**src/rtl/ysyx_25020047_lsu.sv**
```systemverilog
// Load/store unit: accepts one lw/lbu/sw/sb request from execute, runs a
// valid/ready transaction on the data bus and hands the result to writeback.
module ysyx_25020047_lsu #(
   parameter int unsigned TIMEOUT = 256
) (
   input  logic        clk,
   input  logic        rst_n,
   input  logic        in_valid,
   output logic        in_ready,
   input  logic [31:0] inst_type,
   input  logic [31:0] addr,
   input  logic [31:0] st_data,
   output logic        mem_req_valid,
   input  logic        mem_req_ready,
   output logic        mem_wen,
   output logic [31:0] mem_addr,
   output logic [31:0] mem_wdata,
   output logic [3:0]  mem_wmask,
   input  logic        mem_resp_valid,
   input  logic [31:0] mem_rdata,
   output logic        out_valid,
   input  logic        out_ready,
   output logic [31:0] memdata,
   output logic [31:0] out_inst_type,
   output logic        out_err
);

   localparam logic [31:0] LP_LW  = 32'h20;
   localparam logic [31:0] LP_LBU = 32'h40;
   localparam logic [31:0] LP_SW  = 32'h80;
   localparam logic [31:0] LP_SB  = 32'h100;
   localparam logic [15:0] LP_LAST = 16'(TIMEOUT - 1);

   typedef enum logic [1:0] {S_IDLE, S_REQ, S_WAIT, S_DONE} state_t;

   state_t      r_state;
   logic [15:0] r_cnt;
   logic [1:0]  r_off;
   logic        r_in_ready;
   logic        r_mem_req_valid;
   logic        r_mem_wen;
   logic [31:0] r_mem_addr;
   logic [31:0] r_mem_wdata;
   logic [3:0]  r_mem_wmask;
   logic        r_out_valid;
   logic [31:0] r_memdata;
   logic [31:0] r_out_inst_type;
   logic        r_out_err;

   logic        w_in_lw, w_in_lbu, w_in_sw, w_in_sb, w_in_mem, w_in_misal;
   logic [31:0] w_rshift;

   assign w_in_lw    = (inst_type == LP_LW);
   assign w_in_lbu   = (inst_type == LP_LBU);
   assign w_in_sw    = (inst_type == LP_SW);
   assign w_in_sb    = (inst_type == LP_SB);
   assign w_in_mem   = w_in_lw | w_in_lbu | w_in_sw | w_in_sb;
   assign w_in_misal = (w_in_lw | w_in_sw) & (addr[1:0] != 2'b00);
   assign w_rshift   = mem_rdata >> {r_off, 3'b000};

   always_ff @(posedge clk) begin
      if (!rst_n) begin
         r_state         <= S_IDLE;
         r_cnt           <= '0;
         r_off           <= '0;
         r_in_ready      <= 1'b1;
         r_mem_req_valid <= 1'b0;
         r_mem_wen       <= 1'b0;
         r_mem_addr      <= '0;
         r_mem_wdata     <= '0;
         r_mem_wmask     <= '0;
         r_out_valid     <= 1'b0;
         r_memdata       <= '0;
         r_out_inst_type <= '0;
         r_out_err       <= 1'b0;
      end else begin
         case (r_state)
            S_IDLE: begin
               if (in_valid) begin
                  r_out_inst_type <= inst_type;
                  r_off           <= addr[1:0];
                  r_in_ready      <= 1'b0;
                  r_memdata       <= '0;
                  r_out_err       <= 1'b0;
                  if (!w_in_mem || w_in_misal) begin
                     r_out_err   <= w_in_misal;
                     r_out_valid <= 1'b1;
                     r_state     <= S_DONE;
                  end else begin
                     r_mem_req_valid <= 1'b1;
                     r_mem_addr      <= {addr[31:2], 2'b00};
                     r_mem_wen       <= w_in_sw | w_in_sb;
                     r_mem_wdata     <= w_in_sw ? st_data :
                                        w_in_sb ? {4{st_data[7:0]}} : '0;
                     r_mem_wmask     <= w_in_sw ? 4'b1111 :
                                        w_in_sb ? (4'b0001 << addr[1:0]) : 4'b0000;
                     r_state         <= S_REQ;
                  end
               end
            end
            S_REQ: begin
               if (mem_req_ready) begin
                  r_mem_req_valid <= 1'b0;
                  r_cnt           <= '0;
                  r_state         <= S_WAIT;
               end
            end
            S_WAIT: begin
               // A response on the final counted cycle beats the timeout.
               if (mem_resp_valid) begin
                  if (r_out_inst_type == LP_LW)
                     r_memdata <= mem_rdata;
                  else if (r_out_inst_type == LP_LBU)
                     r_memdata <= {24'b0, w_rshift[7:0]};
                  r_out_valid <= 1'b1;
                  r_state     <= S_DONE;
               end else if (r_cnt == LP_LAST) begin
                  r_out_err   <= 1'b1;
                  r_out_valid <= 1'b1;
                  r_state     <= S_DONE;
               end else begin
                  r_cnt <= r_cnt + 16'd1;
               end
            end
            S_DONE: begin
               if (out_ready) begin
                  r_out_valid <= 1'b0;
                  r_in_ready  <= 1'b1;
                  r_state     <= S_IDLE;
               end
            end
            default: r_state <= S_IDLE;
         endcase
      end
   end

   assign in_ready      = r_in_ready;
   assign mem_req_valid = r_mem_req_valid;
   assign mem_wen       = r_mem_wen;
   assign mem_addr      = r_mem_addr;
   assign mem_wdata     = r_mem_wdata;
   assign mem_wmask     = r_mem_wmask;
   assign out_valid     = r_out_valid;
   assign memdata       = r_memdata;
   assign out_inst_type = r_out_inst_type;
   assign out_err       = r_out_err;

endmodule

```
**config.mk**
```make
export PLATFORM = sky130hd
export DESIGN_NAME = ysyx_25020047_lsu
export DESIGN_NICKNAME = d
export VERILOG_FILES = /design/src/rtl/ysyx_25020047_lsu.sv
export SDC_FILE = /design/constraint.sdc
export NUM_CORES = 1
export LEC_CHECK = 0
export ABC_AREA = 1
export CORE_MARGIN = 1.5
export CORE_UTILIZATION = 41
export DETAILED_ROUTE_END_ITERATION = 6
export PLACE_DENSITY = 0.77
export SLEW_MARGIN = 15
export SYNTH_ARGS = -nofsm -noshare
export SYNTH_HDL_FRONTEND = slang
export SYNTH_SLANG_ARGS = --single-unit
```
**constraint.sdc**
```tcl
create_clock -name clk -period 1.6 [get_ports clk]
set_input_delay 0.32 -clock clk [delete_from_list [all_inputs] [get_ports clk]]
set_output_delay 0.32 -clock clk [all_outputs]
set_load 0.05 [all_outputs]
```
# Word level (Yosys, flattened, before mapping)

Cells that the tools add are included.

Muxes and demuxes: 37
Eq/ne operators: 21
Divide/modulo/power cells: 0
Shift operators: 2
Bitwise logic cells: 7
Reductions and logical operators: 18
$lt $le $gt $ge: 0
$mul: 0
Add/subtract/negate cells: 1

Operators with widths:

| operator                                             | number |
|---|---|
| 2-to-1 mux 32 bit                                    | 6 |
| equality test 32 x 6 -> 1 bit, second input constant | 2 |
| equality test 32 x 7 -> 1 bit, second input constant | 2 |
| one-hot mux 32 bit (2 select lines)                  | 1 |
| 2-to-1 mux 16 bit                                    | 3 |
| equality test 32 x 8 -> 1 bit, second input constant | 1 |
| equality test 32 x 9 -> 1 bit, second input constant | 1 |
| one-hot mux 16 bit (2 select lines)                  | 1 |
| right shift 32 x 5 -> 8 bit                          | 1 |
| AND reduction 4 bit                                  | 5 |
| != test 2 bit, second input constant                 | 9 |
| adder 16 x 1 -> 16 bit, second input constant        | 1 |
| equality test 16 x 8 -> 1 bit, second input constant | 1 |
| 2-to-1 mux 1 bit                                     | 13 |
| 2-to-1 mux 2 bit                                     | 6 |
| nonzero test 2 bit                                   | 5 |
| 2-to-1 mux 4 bit                                     | 2 |
| one-hot mux 2 bit (4 select lines)                   | 1 |
| != test 3 bit, second input constant                 | 2 |
| one-hot mux 1 bit (2 select lines)                   | 3 |
| AND reduction 3 bit                                  | 2 |
| OR 1 bit                                             | 5 |
| AND reduction 5 bit                                  | 1 |
| equality test 2 bit, second input constant           | 2 |
| other kinds (10)                                     | 10 |

Latch bits: 0
Bits of input ports: 134
Memories kept: 0
RAM bits: 0
Memory bits (read-only): 0
Bits in registers: 155

# Logic depth before layout (Yosys ltp)

Gate-level depths: netlist of run 1.

Depth after elaboration: 9
Mapped depth: 14

# Worst setup path before layout of run 1

No wires, ideal clock.

Path kind: register to register
Start: reg r_out_inst_type[5], in the netlist out_inst_type[5]
End: reg r_memdata[0], in the netlist memdata[0]
Required time: 1.486 ns
Stages on the path, launching flop included: 10
Data arrival time: 1.774 ns
Period minus slack after synthesis: 1.888 ns
Setup slack: -0.288 ns
Cells stage by stage: dfxtp_1 > nand2_1 > nor3_1 > nand2_1 > nor3_1 > nand3_1 > nand3_1 > nand2_1 > nand2_1 > nor2_1

Longest elaborated chain between the ends: 4
Elaborated cells on any way between the ends: 7

Ends and longest elaborated chain:

| what                                | line | source |
|---|---|---|
| start, declared                     | 47   | `logic [31:0] r_out_inst_type;` |
| start signal, assigned              | 80   | `r_out_inst_type <= inst_type;` |
| equality test 32 x 6 -> 1 bit       | 111  | `if (r_out_inst_type == LP_LW)` |
| 2-to-1 mux 32 bit                   | 111  |  |
| 2-to-1 mux 32 bit                   | 110  | `if (mem_resp_valid) begin` |
| one-hot mux 32 bit (2 select lines) | 77   | `case (r_state)` |
| end signal, assigned                | 112  | `r_memdata <= mem_rdata;` |
| end signal, assigned                | 114  | `r_memdata <= {24'b0, w_rshift[7:0]};` |
| end, declared                       | 46   | `logic [31:0] r_memdata;` |

Parallel ways exist; a longest one is shown, timed or not. The select of a mux whose other input is x is not followed.
A chain may end at the register's enable or synchronous reset.

# Worst setup path after layout of run 1

Start: reg r_out_inst_type[16], in the netlist out_inst_type[16]
End: reg r_memdata[9], in the netlist memdata[9]

Same word-level chain as after synthesis.

==> results_dict.tcl, run 1 <==
set metrics [dict create \
    synthTopCellsByArea "dfxtp_1 (42%), nor2_1 (12%), nand2_1 (11%)" \
    violations "negative setup slack" \
    place.port_buffers 268 \
    wirelength_um 35500 \
    grt_max_degree 44 \
    crit_fanout 6 \
    pin_count 271 \
    rr_worst_depth 11 \
    r2r_end "memdata[9]$_SDFFE_PN0P_" \
    dieArea_um2 18600 \
    antenna_found_initial 0 \
    fillers 965 \
    cp-end-kind "flip-flop" \
    synth_cell_type_count 40 \
    antenna_left 0 \
    area_delta_synth_final_pct 95.3 \
    insertion_delay_ps 430 \
    layout_common_cells "buf_4 (302), nand2_1 (165), nor2_1 (157), dfxtp_1 (118), clkdlybuf4s50_1 (99)" \
    synth_ff_type "dfxtp_1" \
    crit_end "memdata[9]$_SDFFE_PN0P_" \
    cts_tree "done" \
    p_sw_share_pct 43.3 \
    critPathSlowestCell "dfxtp_4" \
    holdPathStages 3 \
    first_pass_iters 6 \
    comb_power_share_pct 53.6 \
    synthArstFlopShare_pct 0 \
    ir_drop_v 0.00120 \
    htree_levels 4 \
    yosys_warnings 0 \
    die_y_um 137 \
    grtUsageMet1_pct 35.9 \
    track_usage_pct 31.8 \
    synthCells 1085 \
    grt_overflow 0 \
    drc_errors 0 \
    grt_pass1_wl_um 46100 \
    crit_path_start_kind "flip-flop" \
    drv_cap 0 \
    fmax_ghz 0.517 \
    maxSlewViolCount 0 \
    gp_congestion 0.847 \
    core.rowCount 48 \
    cts-buffers-inserted 17 \
    register_area_um2 3180 \
    worst_r2r_startpoint "out_inst_type[16]$_SDFFE_PN0P_" \
    syn_area_um2 7310 \
    cp_data_required_time_ps 1920 \
    yosysTopAreaCellShare_pct 42.4 \
    hold_viol 0 \
    dp_hpwl_um 16700 \
    via_per_inst 5.49 \
    dieWidth_um 137 \
    ys_ff_latch 155 \
    grt-busiest-layer "met2" \
    critPathLaunch "out_inst_type[16]$_SDFFE_PN0P_" \
    synth_top_cell_by_area "dfxtp_1" \
    drive_above_1_share_pct 49.1 \
    leakage_nw 6.53 \
    start_util_pct 42.1 \
    ys_seq_area_share_pct 42.4 \
    synth.avg_cell_area_um2 6.74 \
    worst_pin_slew_ps 559 \
    via_count 9881 \
    crit_type "flip-flop to flip-flop" \
    p_total_mw 20.1 \
    rsz0062_at_grt "yes" \
    clock_power_share_pct 20.7 \
    outcome "complete, but fails checks" \
    synth_edf_count 0 \
    dp_cells 1626 \
    drt-initial-drc-count 781 \
    min-delay-path-class "input pin to flip-flop" \
    grt_use_met2_pct 55.1 \
    wl_per_cell_um 19.7 \
    nets 1701 \
    post-route-min-period_ps 1930 \
    final.setup.tns_ps -21920 \
    layout_commonest_cell "buf_4" \
    reg2reg_setup_slack_ps -330 \
    skew_ps 11.3 \
    cts_num_sinks 155 \
    internal-power_mw 11.4 \
    clkTransAtPathRegs_ps 70 \
    cp_common_cell "nand3_4" \
    cp_slowest_stage_delay_ps 360 \
    power_frac_seq_pct 25.7 \
    setup_slack_ps -332 \
    slew-limit-headroom_pct 62.7 \
    diodes 0 \
    setup-violations-final 122 \
    cts_root_buf "clkbuf_16" \
    met3_usage_pct 6.85 \
    multi_input_area_um2 4830 \
    grt_pass1_vias 9120 \
    arrival_ps 2260 \
    fin_cells 1800 \
    powerDensity_nw_per_um2 1410 \
    core_area_um2 17400 \
    min_period_over_period_pct 121 \
    ctsLongestPathBuffers 2 \
    crit_chain "nor2_4 -> nor3b_4 -> nand3_4 -> inv_4 -> nand3_4 -> a21oi_4 -> buf_12 -> clkbuf_16 -> o21ai_2 -> nand2_1 -> nor2_2" \
    p_switching_mw 8.69 \
]
logic make-up (layout without fill, tap and decap cells):
| group | count (synthesis) | after routing | share of synthesized area (%) |
|---|---|---|---|
| AND/OR/NAND/NOR | 522 | 524 | 29.8 |
| other | 1 | 2 | 0.0513 |
| flip-flops | 155 | 155 | 42.4 |
| adder cells (fa/ha/maj) | 5 | 5 | 0.856 |
| AO/OA/AOI/OAI | 229 | 229 | 16.5 |
| buffers and inverters | 172 | 659 | 10.3 |
| XOR/XNOR | 1 | 1 | 0.120 |
sequential cells by signal (all words and copies together), names as in the netlist:
signal         cells
in_ready           1
mem_wdata         32
r_state            2
mem_wmask          4
out_err            1
mem_wen            1
memdata           32
r_off              2
out_inst_type     32
mem_addr          30
out_valid          1
r_cnt             16
mem_req_valid      1
synth_stat cells (3+ instances only):
master	count
nand2_1	214
nor3_1	7
dfxtp_1	155
clkbuf_1	30
buf_6	11
o21ai_1	19
buf_2	9
o21a_1	3
a32o_1	5
buf_4	3
o21ai_0	109
ha_1	5
inv_2	3
nand3b_1	5
a21oi_1	86
buf_1	3
inv_1	112
nor2_1	232
nand2_2	5
nand3_1	41
worst max-delay path, delay by kind of cell (launching register included):
family                 cells  cell delay [ps]
AO/OA/AOI/OAI              2              310
AND/OR/NAND/NOR            6              750
flip-flops                 1              360
buffers and inverters      3              400
power groups by stage:
stage	sequential, mW	combinational [mW]	clock, mW
3_5_place_dp	5.15	8.41	0
3_3_place_gp	5.11	8.32	0
2_1_floorplan	7.32	3.08	0
5_1_grt	5.24	11.4	4.30
6_report	5.16	10.8	4.15
4_1_cts	5.09	8.99	4.08
area by class of cell:
| cell class | count | area share, % |
|---|---|---|
| tap | 225 | 1.97 |
| multi-input combinational | 761 | 33.9 |
| sequential | 155 | 22.3 |
| clock buffer | 19 | 3.10 |
| timing repair buffer | 511 | 34.5 |
| clock inverter | 13 | 0.999 |
| inverter | 116 | 3.30 |
worst min-delay path by stage:
stage                               from                        endpoint  slack (ps)
5_1_grt                    inst_type[25]  out_inst_type[25]$_SDFFE_PN0P_         140
3_5_place_dp   mem_addr[16]$_SDFFE_PN0P_       mem_addr[16]$_SDFFE_PN0P_         440
6_report                   inst_type[25]  out_inst_type[25]$_SDFFE_PN0P_         140
2_1_floorplan      r_cnt[4]$_SDFFE_PN0P_           r_cnt[4]$_SDFFE_PN0P_         420
4_1_cts                    inst_type[16]  out_inst_type[16]$_SDFFE_PN0P_         140
3_3_place_gp   mem_addr[29]$_SDFFE_PN0P_       mem_addr[29]$_SDFFE_PN0P_         430
repair_timing:
action / CTS / global route
hold buffers: 0 / 0
endpoints found under the setup margin: 122 / 131
cloned: 17 / 7
setup buffers: 114 / 20
pin swaps: 54 / 109
resized for setup: 333 / 315
stage by stage:
step	hold WS, ps	setup WS, ps	cell area (um2)	utilization [%]
after CTS	140	-82.7	13100	75.6
after global placement	430	-742	10700	61.7
final	141	-332	14300	82.3
after floorplan	423	-70.8	7410	-
after global routing	143	-398	14300	82.3
after detailed placement	435	-788	10700	61.7
per-layer routing:
layer	wire, um	vias to the layer above
li1	-	4420
met1	12400	4598
met2	17600	660
met3	3000	203
met4	2440	0
met5	0	-
Note: power is estimated with default switching activity, not from simulation.
==> inputs of run 2 (changes only) <==
--- a/config.mk
+++ b/config.mk
@@ -5,11 +5,10 @@
 export SDC_FILE = /design/constraint.sdc
 export NUM_CORES = 1
 export LEC_CHECK = 0
-export ABC_AREA = 1
 export CORE_MARGIN = 1.5
 export CORE_UTILIZATION = 41
 export DETAILED_ROUTE_END_ITERATION = 6
-export PLACE_DENSITY = 0.77
+export PLACE_DENSITY = 0.76
 export SLEW_MARGIN = 15
 export SYNTH_ARGS = -nofsm -noshare
 export SYNTH_HDL_FRONTEND = slang
==> results_dict.tcl, run 2 <==
set metrics [dict create \
    critPathLaunch "out_inst_type[11]$_SDFFE_PN0P_" \
    htree_levels 4 \
    nets 1397 \
    rsz0062_at_grt "yes" \
    layout_commonest_cell "buf_4" \
    dp_hpwl_um 17200 \
    p_sw_share_pct 34.1 \
    drt-initial-drc-count 556 \
    clock_power_share_pct 27.9 \
    min_period_over_period_pct 128 \
    crit_path_start_kind "flip-flop" \
    setup_slack_ps -446 \
    core_area_um2 17900 \
    internal-power_mw 9.38 \
    track_usage_pct 25.7 \
    ys_seq_area_share_pct 41.7 \
    cp_num_buf_inv 4 \
    core.rowCount 49 \
    cp_common_cell "buf_4" \
    via_per_inst 5.40 \
    antenna_left 0 \
    yosys-top-cells-count "nand2_1 (240), dfxtp_1 (155), mux2i_1 (79)" \
    slew-limit-headroom_pct 64.8 \
    outcome "complete, but fails checks" \
    drc_errors 0 \
    powerDensity_nw_per_um2 1060 \
    drive_above_1_share_pct 43.2 \
    worst_r2r_startpoint "out_inst_type[11]$_SDFFE_PN0P_" \
    maxSlewViolCount 0 \
    synthTopCellsByArea "dfxtp_1 (42%), nand2_1 (12%), mux2i_1 (11%)" \
    first_pass_iters 5 \
    synth_cell_type_count 57 \
    fmax_ghz 0.489 \
    clkTransAtPathRegs_ps 70 \
    yosysMostFrequentCell "nand2_1" \
    wl_per_cell_um 19.0 \
    synthArstFlopShare_pct 0 \
    dieWidth_um 138 \
    crit_fanout 6 \
    dp_cells 1426 \
    cts_tree "done" \
    p_switching_mw 4.86 \
    insertion_delay_ps 420 \
    skew_ps 14.3 \
    hold_buffers 0 \
    die_y_um 138 \
    leakage_nw 5.39 \
    fillers 1161 \
    comb_power_share_pct 41.6 \
    synth_top_cell_by_area "dfxtp_1" \
    gp_congestion 0.843 \
    multi_input_area_um2 4910 \
    grt_pass1_vias 7584 \
    dieArea_um2 19000 \
    cp-end-kind "flip-flop" \
    worst_pin_slew_ps 526 \
    yosysTopAreaCellShare_pct 41.7 \
    hold_ws_ps 141 \
    syn_area_um2 7440 \
    critPathSlowestCell "dfxtp_4" \
    grt_pass1_wl_um 38200 \
    ctsLongestPathBuffers 2 \
    arrival_ps 2370 \
    grt_max_degree 60 \
    ir_drop_v 0.000949 \
    setup-violations-final 91 \
    cts-buffers-inserted 17 \
    via_count 8105 \
    drv_cap 0 \
    crit_type "flip-flop to flip-flop" \
    grt_overflow 0 \
    hold_viol 0 \
    synth.avg_cell_area_um2 8.74 \
    synthCells 851 \
    ys_ff_latch 155 \
    min-delay-path-class "input pin to flip-flop" \
    cp_top_family "simple AND/OR/NAND/NOR gates" \
    power_frac_seq_pct 30.5 \
    cts_root_buf "clkbuf_16" \
    layout_common_cells "buf_4 (244), nand2_1 (232), dfxtp_1 (117), clkdlybuf4s50_1 (98), mux2i_1 (79)" \
    crit_chain "nor4_2 -> nand4_1 -> buf_4 -> buf_4 -> nor4_4 -> buf_6 -> buf_12 -> nand2_2 -> mux2i_1" \
    yosys_warnings 0 \
    min_from "inst_type[14]" \
    area_delta_synth_final_pct 80.7 \
    cts_num_sinks 155 \
    wirelength_um 28600 \
    cp_data_required_time_ps 1930 \
    cp_slowest_stage_delay_ps 340 \
    start_util_pct 41.6 \
    antenna_found_initial 1 \
    synth_ff_type "dfxtp_1" \
    register_area_um2 3170 \
    place.port_buffers 268 \
    pin_count 271 \
    post-route-min-period_ps 2050 \
    violations "negative setup slack" \
    fin_cells 1501 \
    synth_edf_count 0 \
]
==> run 2: changes by cell type after synthesis, sizes merged, moves of 10 or more <==
cell    delta
nand3     -35
nand2     +20
o21ai    -116
clkbuf    +12
o31ai     +27
o21a      +23
nor4      +26
nand2b    +16
a21oi     -45
a21boi    +36
nor2     -231
inv      -109
nor2b     +10
mux2i     +79
==> run 2: repair_timing <==
| item | in CTS | in global routing |
|---|---|---|
| endpoints found under the setup margin | 153 | 152 |
| resized for setup | 163 | 125 |
| pin swaps | 44 | 43 |
| buffers inserted | 17 | 12 |
| cloned | 5 | 12 |
==> run 2: worst min-delay path: cells and delay by family <==
family / cells / cell delay, ps
AOI/OAI and AO/OA: 1 / 60
buffers and inverters: 1 / 90
and+or+nand+nor: 1 / 50
==> run 2: logic make-up (layout without fill, tap and decap cells) <==
kind of cell | count (synthesis) | count (layout) | synth area share [%]
xor+xnor | 2 | 2 | 0.235
buf+inv | 76 | 494 | 5.33
fa+ha+maj | 5 | 5 | 0.841
simple gates | 353 | 353 | 22.1
other cells | 1 | 3 | 0.0504
mux | 96 | 96 | 14.4
flops | 155 | 155 | 41.7
compound gates | 163 | 164 | 15.3
==> run 2: final timing paths <==
check	slack [ps]	to	depth (start not counted)
worst min-delay path	140	out_inst_type[14]$_SDFFE_PN0P_	3
worst min register to register	460	mem_wdata[0]$_SDFFE_PN0P_	2
worst max register to register	-450	memdata[18]$_SDFFE_PN0P_	9
worst max-delay path	-450	memdata[18]$_SDFFE_PN0P_	9
==> run 2: metal layers <==
layer,wire length [um],track usage [%]
met1,11200,30.3
met2,14600,45.1
met3,1750,6.18
met4,965,10.1
met5,0,0
==> run 2: power by group through the flow <==
stage                     Sequential, mW  Combinational [mW]  Clock, mW
after detailed placement            4.34                4.72          0
final                               4.35                5.92       3.97
after floorplan                     4.96                1.97          0
after CTS                           4.29                5.22       3.97
after global routing                4.36                6.21       4.17
after global placement              4.34                4.68          0
==> run 2: metrics by stage <==
stage | util [%] | setup TNS, ps | cell area [um2] | total power, mW | setup slack [ps]
after floorplan | - | -20690 | 7880 | 6.92 | -320
after global placement | 64.7 | -81230 | 11600 | 9.01 | -929
after detailed placement | 64.7 | -84080 | 11600 | 9.06 | -971
after CTS | 71.4 | -14590 | 12800 | 13.5 | -330
after global routing | 75.1 | -24590 | 13400 | 14.7 | -581
final | 75.1 | -15870 | 13400 | 14.2 | -446
==> run 2: area by class of cell <==
class	count	area share, %
flip-flops and latches	155	23.5
multi-input cells	622	36.5
diodes	1	0.0186
repair buffers	456	33.4
clock inverters	10	0.661
inverters	6	0.186
well taps	229	2.13
clock buffers	22	3.61
